--- config.mk ---
export PLATFORM = sky130hd
export DESIGN_NAME = hex_uart_tx
export DESIGN_NICKNAME = d
export VERILOG_FILES = /design/src/rtl/hex_uart_tx_pkg.sv /design/src/rtl/hex_uart_tx_byte.sv /design/src/rtl/hex_uart_tx.sv
export SDC_FILE = /design/constraint.sdc
export NUM_CORES = 1
export LEC_CHECK = 0
export CAP_MARGIN = 0
export CORE_MARGIN = 1
export CORE_UTILIZATION = 30
export CTS_BUF_LIST = sky130_fd_sc_hd__clkbuf_16
export DETAILED_ROUTE_END_ITERATION = 8
export PLACE_DENSITY = 0.56
export SLEW_MARGIN = 15
export SYNTH_ARGS = -nofsm -noshare
export SYNTH_HDL_FRONTEND = slang
export SYNTH_HIERARCHICAL = 1
export SYNTH_SLANG_ARGS = --single-unit
--- constraint.sdc ---
create_clock -name clock -period 3.9 [get_ports clock]
set_input_delay 0.975 -clock clock [delete_from_list [all_inputs] [get_ports clock]]
set_output_delay 0.975 -clock clock [all_outputs]
set_load 0.01 [all_outputs]
--- src/rtl/hex_uart_tx_pkg.sv ---
// Shared frame states, line-ending constants and ASCII helpers for the hex UART export path.
package hex_uart_tx_pkg;

  typedef enum logic [1:0] {
    ST_IDLE,
    ST_START,
    ST_DATA,
    ST_STOP
  } tx_state_e;

  localparam logic [7:0] CR    = 8'h0D;
  localparam logic [7:0] LF    = 8'h0A;
  localparam int         CHARS = 10;

  function automatic logic [7:0] nibble_to_ascii(input logic [3:0] nib);
    return (nib < 4'd10) ? (8'h30 + {4'h0, nib}) : (8'h37 + {4'h0, nib});
  endfunction

  // Characters 0..7 are the nibbles MSB first, then CR, then LF.
  function automatic logic [7:0] char_at(input logic [31:0] word, input logic [3:0] idx);
    logic [31:0] sh;
    sh = word >> (5'd28 - {idx[2:0], 2'b00});
    if (idx < 4'd8) begin
      return nibble_to_ascii(sh[3:0]);
    end else if (idx == 4'd8) begin
      return CR;
    end else begin
      return LF;
    end
  endfunction

endpackage

--- src/rtl/hex_uart_tx_byte.sv ---
// 8N1 byte serialiser; ready rises in the last stop-bit cycle so back-to-back bytes leave no gap.
// States: IDLE line high | START start bit | DATA 8 bits LSB first | STOP stop bit
module uart_byte_tx
  import hex_uart_tx_pkg::*;
#(
  parameter int DIVISOR = 217
) (
  input  logic       clock,
  input  logic       reset,
  input  logic [7:0] data_i,
  input  logic       valid_i,
  output logic       tx_o,
  output logic       ready_o
);

  localparam int               CNT_W = (DIVISOR > 1) ? $clog2(DIVISOR) : 1;
  localparam logic [CNT_W-1:0] LAST  = CNT_W'(DIVISOR - 1);

  tx_state_e        state_q, state_d;
  logic [CNT_W-1:0] baud_q, baud_d;
  logic [2:0]       bit_q, bit_d;
  logic [7:0]       shift_q, shift_d;
  logic             tx_q, tx_d;
  logic             bit_end;

  assign bit_end = (baud_q == LAST);
  assign ready_o = (state_q == ST_IDLE) || ((state_q == ST_STOP) && bit_end);
  assign tx_o    = tx_q;

  always_comb begin
    state_d = state_q;
    baud_d  = baud_q + 1'b1;
    bit_d   = bit_q;
    shift_d = shift_q;
    tx_d    = tx_q;
    case (state_q)
      ST_IDLE: begin
        baud_d = '0;
        tx_d   = 1'b1;
      end
      ST_START: begin
        if (bit_end) begin
          state_d = ST_DATA;
          baud_d  = '0;
          bit_d   = 3'd0;
          tx_d    = shift_q[0];
        end
      end
      ST_DATA: begin
        if (bit_end) begin
          baud_d = '0;
          if (bit_q == 3'd7) begin
            state_d = ST_STOP;
            tx_d    = 1'b1;
          end else begin
            bit_d   = bit_q + 3'd1;
            shift_d = {1'b0, shift_q[7:1]};
            tx_d    = shift_q[1];
          end
        end
      end
      ST_STOP: begin
        if (bit_end) begin
          state_d = ST_IDLE;
          baud_d  = '0;
          tx_d    = 1'b1;
        end
      end
    endcase
    if (valid_i && ready_o) begin
      state_d = ST_START;
      shift_d = data_i;
      baud_d  = '0;
      bit_d   = 3'd0;
      tx_d    = 1'b0;
    end
  end

  always_ff @(posedge clock) begin
    if (reset) begin
      state_q <= ST_IDLE;
      baud_q  <= '0;
      bit_q   <= 3'd0;
      shift_q <= 8'h00;
      tx_q    <= 1'b1;
    end else begin
      state_q <= state_d;
      baud_q  <= baud_d;
      bit_q   <= bit_d;
      shift_q <= shift_d;
      tx_q    <= tx_d;
    end
  end

endmodule

--- src/rtl/hex_uart_tx.sv ---
// Sends a captured 32-bit word as 8 uppercase hex characters plus CR LF over an 8N1 UART line.
module hex_uart_tx
  import hex_uart_tx_pkg::*;
#(
  parameter int CLK_HZ  = 25000000,
  parameter int BAUD    = 115200,
  parameter int DIVISOR = CLK_HZ / BAUD
) (
  input  logic        clock,
  input  logic        reset,
  input  logic        start,
  input  logic [31:0] data,
  output logic        tx,
  output logic        busy,
  output logic        done
);

  logic        start_q;
  logic        busy_q, busy_d;
  logic        done_q, done_d;
  logic [3:0]  char_idx_q, char_idx_d;
  logic [31:0] word_q, word_d;
  logic        accept;
  logic        byte_valid;
  logic [7:0]  byte_data;
  logic        byte_ready;

  assign accept = start && !start_q && !busy_q;
  assign busy   = busy_q;
  assign done   = done_q;

  always_comb begin
    busy_d     = busy_q;
    done_d     = 1'b0;
    char_idx_d = char_idx_q;
    word_d     = word_q;
    byte_valid = 1'b0;
    byte_data  = 8'h00;
    if (accept) begin
      // The first character comes straight from the input so its start bit leaves on the next cycle.
      word_d     = data;
      char_idx_d = 4'd0;
      busy_d     = 1'b1;
      byte_valid = 1'b1;
      byte_data  = char_at(data, 4'd0);
    end else if (busy_q && byte_ready) begin
      if (char_idx_q == 4'(CHARS - 1)) begin
        busy_d     = 1'b0;
        done_d     = 1'b1;
        char_idx_d = 4'd0;
      end else begin
        char_idx_d = char_idx_q + 4'd1;
        byte_valid = 1'b1;
        byte_data  = char_at(word_q, char_idx_q + 4'd1);
      end
    end
  end

  always_ff @(posedge clock) begin
    if (reset) begin
      start_q    <= 1'b1;
      busy_q     <= 1'b0;
      done_q     <= 1'b0;
      char_idx_q <= 4'd0;
      word_q     <= 32'h0;
    end else begin
      start_q    <= start;
      busy_q     <= busy_d;
      done_q     <= done_d;
      char_idx_q <= char_idx_d;
      word_q     <= word_d;
    end
  end

  uart_byte_tx #(
    .DIVISOR (DIVISOR)
  ) u_byte_tx (
    .clock   (clock),
    .reset   (reset),
    .data_i  (byte_data),
    .valid_i (byte_valid),
    .tx_o    (tx),
    .ready_o (byte_ready)
  );

endmodule

**After elaboration in Yosys (flattened, before gate mapping)**

Index checks and enable logic that the tools add are counted.

- $add $sub $neg: 8
- Multipliers: 0
- Div/mod/pow operators: 0
- Order comparisons: 3
- Equal/unequal tests: 17
- Shift operators: 1
- Mux-type cells: 37
- Bitwise logic cells: 1
- Reduce and logical (&&, ||, !) cells: 26

Operator list:

| kind | count |
|---|---|
| $mux 7 | 6 |
| $mux 8 | 5 |
| $shr 32x5->4 | 1 |
| $add 6x4->7 const A | 4 |
| $pmux 8 s2 | 1 |
| $mux 1 | 13 |
| $lt 4x4->1 const B | 3 |
| $mux 3 | 4 |
| $reduce_and 5->1 | 2 |
| $reduce_bool 2->1 | 5 |
| $ne 3x1->1 const B | 3 |
| $add 8x1->8 const B | 1 |
| $eq 4x4->1 const B | 2 |
| $eq 8x8->1 const B | 1 |
| $mux 2 | 4 |
| $ne 2x1->1 const B | 4 |
| $pmux 2 s3 | 1 |
| $pmux 3 s2 | 1 |
| $reduce_and 3->1 | 2 |
| $reduce_or 3->1 | 2 |
| $logic_and 1x1->1 | 5 |
| $sub 5x5->5 const A | 1 |
| $add 4x1->4 const B | 1 |
| $eq 2x2->1 const B | 2 |
| other kinds (16) | 19 |

- Register bits: 61
- Bits in latches: 0
- Bits in writable memories: 0
- Memory bits (read-only): 0
- Input bits: 35
- Output and inout port bits: 3
- Memories: 0

**Logic depth before layout (Yosys ltp)**

- Word-level depth: 10
- Mapped depth: 12
- Mapped depth without buffers: 12

**Modules after synthesis**

Netlist, hierarchy kept.

Modules (own cells, without submodules):

| module | times used | cells an instance | area each (µm²) |
|---|---|---|---|
| hex_uart_tx | 1 | 248 | 1993.2 |
| uart_byte_tx | 1 | 129 | 1237.4 |

**Worst setup path before layout**

OpenSTA, ideal clock, no wires.

- Path kind: reg-to-reg
- From: register char_idx_q[0]
- To: register u_byte_tx.shift_q[2]
- Arrival time: 2961 ps
- Required time: 3830 ps
- Slack: 869 ps
- Cell stages (with the launch flop): 12
- Path through: dfxtp_1 -> ha_1 -> xor2_4 -> mux4_1 -> mux2i_2 -> ha_1 -> inv_1 -> nor3_1 -> mux2_2 -> o221ai_1 -> o21ai_0 -> a21oi_1

- Longest elaborated chain between the ends: 10
- Elaborated cells between the ends (all ways): 24
- Those cells by class: add/sub (4); order compare (2); eq/ne (3); shift (1); mux (10); reduce/logical (4)

Ends and longest elaborated chain:

| item | RTL line | RTL |
|---|---|---|
| from (decl) | hex_uart_tx.sv:21 | `logic [3:0] char_idx_q, char_idx_d;` |
| from (signal assigned) | hex_uart_tx.sv:70 | `char_idx_q <= char_idx_d;` |
| $add 4x1->4 | hex_uart_tx.sv:54 | `byte_data = char_at(word_q, char_idx_q + 4'd1);` |
| $sub 5x5->5 | hex_uart_tx_pkg.sv:22 | `sh = word >> (5'd28 - {idx[2:0], 2'b00});` |
| $shr 32x5->4 | hex_uart_tx_pkg.sv:22 |  |
| $add 6x4->7 / $lt 4x4->1 (equally long branches) | hex_uart_tx_pkg.sv:16 | `return (nib < 4'd10) ? (8'h30 + {4'h0, nib}) : (8'h37 + {4'h0, nib});` |
| $mux 7 | hex_uart_tx_pkg.sv:16 |  |
| $mux 7 | hex_uart_tx_pkg.sv:23 | `if (idx < 4'd8) begin` |
| $mux 7 * | hex_uart_tx.sv:47 | `if (char_idx_q == 4'(CHARS - 1)) begin` |
| $mux 7 * | hex_uart_tx.sv:46 | `end else if (busy_q && byte_ready) begin` |
| $mux 7 * | hex_uart_tx.sv:39 | `if (accept) begin` |
| net byte_data[2] | hex_uart_tx.sv:25 | `logic [7:0] byte_data;` |
| $mux 8 * | hex_uart_tx_byte.sv:70 | `if (valid_i && ready_o) begin` |
| to (signal assigned) | hex_uart_tx_byte.sv:90 | `shift_q <= shift_d;` |
| to (decl) | hex_uart_tx_byte.sv:22 | `logic [7:0] shift_q, shift_d;` |

Mark *: on every way through the listed nets, which the timed path passes. The rest lies on a longest branch.
A chain may end at the register's enable or synchronous reset.

**Worst setup path in the final report**

- From: register char_idx_q[1]
- To: register u_byte_tx.shift_q[2]

Same word-level chain as after synthesis.

==> reports/results.ini <==
[outcome]
run_status = completed

[grt]
grt_pass1_vias = 2535
grt_pass1_wl_microns = 11800
grtUsageTotal_pct = 13.3
antenna_found_initial = 0
grt_overflow = 0
grt_start_max_net_pins = 41

[clock_tree]
holdBufCountCts = 0
cts_resized = 0
htreeDepth = 3
postCtsSetupBuffers = 0
root_buffer = clkbuf_16
cts.clk_slew.worst_paths_ns = 0.05
clockBufferDepth = 2
numCtsBuffers = 9
cts_sinks = 61
cts_tree = built
insertion_delay_ns = 0.33

[worst_setup_path]
crit_fanout = 8
cp_top_family = multiplexers
path_common_cell = ha_1
ff2ff_setup_slack_ns = 0.58
cp_cell_sequence = ha_1 > xor2_4 > mux4_1 > mux2i_2 > ha_1 > inv_1 > nor3_1 > mux2_2 > o221ai_1 > o21ai_0 > a21oi_1
cpPeakStageDelay_ns = 0.62
critical_path_buf_inv_count = 1
r2r-end = u_byte_tx/shift_q[2]
cp-endpoint = u_byte_tx/shift_q[2]
critPathKind = register to register
cpMaxStageDelayCell = mux4_1
r2r_cells = 11
end_kind = register
cp.depth = 11
crit_arrival_ns = 3.57
cp.required_ns = 4.16
crit_start = char_idx_q[1]
r2r-start = char_idx_q[1]
start_kind = register

[sta]
period_share_pct = 85.1
fin_setup_tns_ns = 0
holdWs_ns = 0.449
tightestPinTransition_ns = 0.559
finalHoldViolCount = 0
maxSlewViolCount = 0
fin_skew_ns = 0.00784
rsz0062_at_grt = no
timing.final.ws_setup_ns = 0.581
fin_crit_ns = 3.32
setup_viol = 0
slew_headroom_pct = 62.8
fmax_ghz = 0.301

[die]
die_w_microns = 106
die-area_sq_um = 11200
die_height_microns = 106
ios = 38
core_sq_um = 10400
start_util_pct = 31.2
num_rows = 37

[placement]
dp_slack_ns = 0.667
numPortBuffers = 37
dp_hpwl_microns = 4990
placedCellCount = 536
gp_congestion = 0.812

[routing]
vias = 2688
viasPerCell = 4.87
first_iter_violations = 124
drcViolationCount = 0
routedWlPerCell_microns = 12.7
antenna_left = 0
wl_microns = 7010
drtPass1Iterations = 4

[final_layout]
final_common_cell = nand2_1
layout.cells.non_filler = 552
layout_common_cells = 78 x nand2_1, 61 x dfxtp_1, 54 x a21oi_1, 37 x clkdlybuf4s50_1, 18 x nor2_1
areaGrowthSynthToFinish_pct = 24.1
finish.utilization_pct = 38.7
regArea_sq_um = 1220
drive_above_1_share_pct = 7.93
multi_input_area_sq_um = 1890
nFillCells = 1082
fin_nets = 461
antenna_cells = 0

[yosys]
synthFlopType = dfxtp_1
synth.yosys.seq_area_share_pct = 37.8
synth.distinct_cells = 54
netlist_area_sq_um = 3230
synth_area_per_cell_sq_um = 8.57
syn_inst = 377
ys_ff_latch = 61
synth_edf_count = 0
syn_nets = 427
yosysWarnings = 6
async_reset_ff_share_pct = 0

[pwr]
power.leakage_nw = 1.52
ir_drop_uv = 169
pwr_density_cell_nw_per_um2 = 468

[run]
drv_cap = 0

[hold_path]
hold_path.class = register to register

routing by layer:
metal | vias to the layer above | track usage, % | share of wire, %
met1 | 1232 | 15.2 | 47
li1 | 1397 | - | -
met5 | - | 0 | 0
met4 | 0 | 6.25 | 1.2
met3 | 10 | 3.46 | 3.5
met2 | 49 | 23.0 | 49
tightest hold or removal path: cells and delay by family, from the launching register on:
family	cells	cell delay, ns
flip-flops	1	0.30
AND/OR/NAND/NOR	1	0.05
AO/OA/AOI/OAI	1	0.05
sequential cells by signal, indices dropped and copies added, names as in the netlist:
register	cells
u_byte_tx/tx_o	1
u_byte_tx/bit_q	3
u_byte_tx/baud_q	8
busy	1
char_idx_q	4
done	1
u_byte_tx/shift_q	8
start_q	1
u_byte_tx/state_q	2
word_q	32
cell families (layout without fill, tap and decap cells):
logic type               after synthesis  after routing  share of synthesized area, %
flip-flops                            61             61                          37.8
AO/OA/AOI/OAI                         91             91                          17.3
buffers and inverters                 29             68                          3.64
multiplexers                          23             23                          10.2
adder cells (fa/ha/maj)               15             15                          5.81
XOR/XNOR                              10             10                          3.29
other                                  1              1                         0.116
AND/OR/NAND/NOR                      147            147                          21.9
metrics by stage:
step	total power [mW]	area [sq um]
after global placement	1.12	3720
final	1.88	4010
after detailed placement	1.13	3720
after global routing	1.99	4010
after floorplan	1.01	3230
after CTS	1.90	4010
synthesized netlist by cell type (2+ instances only):
cell type / count / area [sq um]
a21o_1: 2 / 15.0
ha_1: 15 / 188
a31o_2: 2 / 17.5
xor2_1: 6 / 52.6
nand3_1: 10 / 50.1
o22ai_1: 2 / 12.5
mux2i_2: 2 / 27.5
and3_1: 3 / 18.8
nand2_1: 78 / 293
nor3_1: 12 / 60.1
mux2i_1: 14 / 140
o2111a_1: 2 / 22.5
xnor2_1: 3 / 26.3
and3b_1: 2 / 17.5
buf_2: 4 / 20.0
mux4_2: 2 / 45.0
and2_1: 3 / 18.8
nand2b_1: 8 / 50.1
a31oi_1: 2 / 12.5
inv_1: 11 / 41.3
a22oi_1: 2 / 15.0
nand3b_1: 3 / 22.5
nor2_1: 18 / 67.6
dfxtp_1: 61 / 1220
a21oi_1: 54 / 270
clkbuf_1: 12 / 45.0
o21ai_0: 13 / 65.1
mux4_1: 4 / 105
o221ai_1: 2 / 17.5
worst min path at each step:
| stage | start | end | slack, ns | cells past startpoint |
|---|---|---|---|---|
| after floorplan | word_q[1] | word_q[1] | 0.43 | 2 |
| after global placement | word_q[14] | word_q[14] | 0.44 | 2 |
| after detailed placement | word_q[1] | word_q[1] | 0.45 | 2 |
| after CTS | word_q[1] | word_q[1] | 0.45 | 2 |
| after global routing | word_q[11] | word_q[11] | 0.47 | 2 |
| final | word_q[1] | word_q[1] | 0.45 | 2 |
report_power, final:
part           leakage [nW]  internal, mW  switching [mW]
Combinational         0.875         0.174           0.233
Sequential            0.496         0.673          0.0431
Clock                 0.147         0.484           0.269
Total                  1.52          1.33           0.546
cell type report:
class                      count  area share (%)
clock buffer                   9            5.62
clock inverter                 7            1.47
inverter                      11            1.03
multi-input combinational    287            47.2
sequential                    61            30.5
tap                          136            4.24
timing repair buffer          41            9.99
Note: power is estimated with default switching activity, not from simulation.
==> RTL change, RTL diff (same settings) <==
`word_q` no longer has a reset.
--- a/src/rtl/hex_uart_tx.sv
+++ b/src/rtl/hex_uart_tx.sv
@@ -62,14 +62,16 @@
       busy_q     <= 1'b0;
       done_q     <= 1'b0;
       char_idx_q <= 4'd0;
-      word_q     <= 32'h0;
     end else begin
       start_q    <= start;
       busy_q     <= busy_d;
       done_q     <= done_d;
       char_idx_q <= char_idx_d;
-      word_q     <= word_d;
     end
+  end
+
+  always_ff @(posedge clock) begin
+    word_q <= word_d;
   end
 
   uart_byte_tx #(
Function: same outputs for any inputs over 10 cycles, from zero or initial values and one cycle with reset high; that may be too few to reach the edited logic, so the function may still have changed.
==> RTL change against the original RTL <==
- critical endpoint is now u_byte_tx/shift_q[4]$_SDFFE_PP0P_
- critical path type unchanged
- wire length decreased by 14%
- clock skew is 0.0015 ns lower
- area after synthesis is 2.4% lower
- the flow now finishes with violations (design-rule violations)
- hold slack gained 0.041 ns
- core utilization hardly changed
- largest power group unchanged
- highest routed layer unchanged
- cell count down 17%
- sequential share of layout area rose by 8.3 points
- cell area down 0.81%
- total power grew 8.2%
- sequential cell count unchanged
- setup slack gained 0.21 ns
==> RTL change: results (changes against the original RTL) <==
ys_types: 55  # +1.9%
slew_headroom_pct: 53.1  # -9.7 points
drive_gt1_share_pct: 11.9  # +3.9 points
finalHoldViolations: 0  # unchanged
n_fill_cell: 1001  # -7.5%
drt_iter0_markers: 58  # -53%
synth_fp_nets: 321  # -25%
synth-edff-count: 32  # +32
top_regs: "word_q x32, u_byte_tx/baud_q x8, u_byte_tx/shift_q x8"
grt_pass1_vias: 2095  # -17%
p_leak_nw: 1.54  # +1.3%
crit_fanout: 17  # +9
crit_slowest_cell: "ha_1"
cpPeakStageDelay_ns: 0.74  # +0.12 ns
root_buffer: "clkbuf_16"
synth_warnings: 6  # unchanged
drc: 1  # +1
p_int_w: 0.00147  # +10%
hold_path_class: "flop to flop"
place_area_um2: 3650  # -1.9%
dp_hpwl_um: 4310  # -14%
post_cts_buffers: 0  # unchanged
wl_per_cell_um: 13.2  # +3.6%
reg2regPathDepth: 10  # -1
vias: 2162  # -20%
synth_area_leaders: "edfxtp_1 30%, dfxtp_1 18%, mux2i_1 7.0%"
clkTransAtPathRegs_ns: 0.06
synth_common_cells: "32 x edfxtp_1, 29 x dfxtp_1, 22 x mux2i_1, 21 x a21oi_1, 16 x nor2_1"
antenna_found_initial: 0  # unchanged
skew_ns: 0.00638  # -0.00146 ns
cp-startpoint: "char_idx_q[1]$_SDFFE_PP0P_"
cpLargestDelayFamily: "adder cells"
diodes: 0  # unchanged
seq_area_frac_synth_pct: 48.9  # +11 points
gpl.final_weighted_congestion: 0.810  # -0.26%
grt_max_degree: 22  # -46%
fin_nets: 365  # -21%
min_from: "u_byte_tx/shift_q[7]$_SDFFE_PP0P_"
setup_slack_ns: 0.794  # +0.213 ns
cts_buffers: 9  # unchanged
grt_pass1_wl_um: 9770  # -17%
cts_resized: 0  # unchanged
cts_max_level: 3  # unchanged
rrSetupSlack_ns: 0.79  # +0.21 ns
violations: "design-rule violations"
grtUsageTotal_pct: 11.4  # -1.9 points
pre_cts_slack_ns: 0.810  # +0.142 ns
status: "finished with violations"
ir_drop_mv: 0.181  # +7.4%
first_pass_iters: 6  # +2
-- RTL change: changes by cell type in the layout (fill, tap and decap cells not counted), moves of 4 or more --
cell and delta:
nand2_1 -64, a21oi_1 -33, dfxtp_1 -32, edfxtp_1 +32, mux2i_1 +8, nand2b_1 -4
-- RTL change: cell type report --
cell class / instances / area [µm²] / share of cell area [%]
sequential: 61 / 1540 / 38.8
multi-input combinational: 191 / 1510 / 37.9
timing repair buffer: 39 / 385 / 9.69
clock buffer: 9 / 225 / 5.66
tap: 136 / 170 / 4.28
clock inverter: 7 / 98.8 / 2.49
inverter: 13 / 48.8 / 1.23
-- RTL change: path summary, 6_finish.rpt --
kind                                                     endpoint
worst max-delay path            u_byte_tx/shift_q[4]$_SDFFE_PP0P_
worst min-delay path            u_byte_tx/shift_q[7]$_SDFFE_PP0P_
worst max register to register  u_byte_tx/shift_q[4]$_SDFFE_PP0P_
worst min register to register  u_byte_tx/shift_q[7]$_SDFFE_PP0P_
-- RTL change: logic make-up (layout without fill, tap and decap cells) --
kind of cell | after synthesis | count (layout) | synth area share [%]
AO/OA/AOI/OAI | 59 | 59 | 12.7
XOR/XNOR | 10 | 10 | 2.78
adder cells (fa/ha/maj) | 15 | 15 | 5.95
buffers and inverters | 19 | 68 | 3.33
flip-flops | 61 | 61 | 48.9
multiplexers | 32 | 32 | 12.9
other | 1 | 1 | 0.119
AND/OR/NAND/NOR | 74 | 74 | 13.3
-- RTL change: through the flow --
stage | hold slack, ns | total power, W | instances | utilization, %
global placement | 0.473 | 0.00118 | 440 | 35.5
floorplan | 0.449 | 0.00107 | 271 | -
detailed placement | 0.477 | 0.00118 | 440 | 35.5
global route | 0.509 | 0.00213 | 456 | 38.7
finish | 0.491 | 0.00203 | 456 | 38.7
CTS | 0.491 | 0.00205 | 456 | 38.7
-- RTL change: power by group through the flow --
stage               clock network [W]  registers [W]  logic (W)
CTS                          0.000881       0.000766   0.000404
global route                 0.000904       0.000774   0.000449
floorplan                           0       0.000770   0.000302
detailed placement                  0       0.000780   0.000402
global placement                    0       0.000780   0.000400
finish                       0.000861       0.000766   0.000404
-- RTL change: layer usage --
metal,share of wire [%],wire length [µm],vias to the layer above,GRT usage [%]
li1,-,-,1106,-
met1,49,2940,1021,14.2
met2,46,2780,27,18.0
met3,3.2,190,8,3.63
met4,1.5,89,0,5.20
met5,0,0,-,0
-- RTL change: worst reg2reg max path, delay by kind of cell, from the launching register on --
kind,cells,cell delay [ns]
compound gates,5,0.79
fa+ha+maj,2,1.00
buf+inv,1,0.06
flops,1,0.39
mux,2,0.75
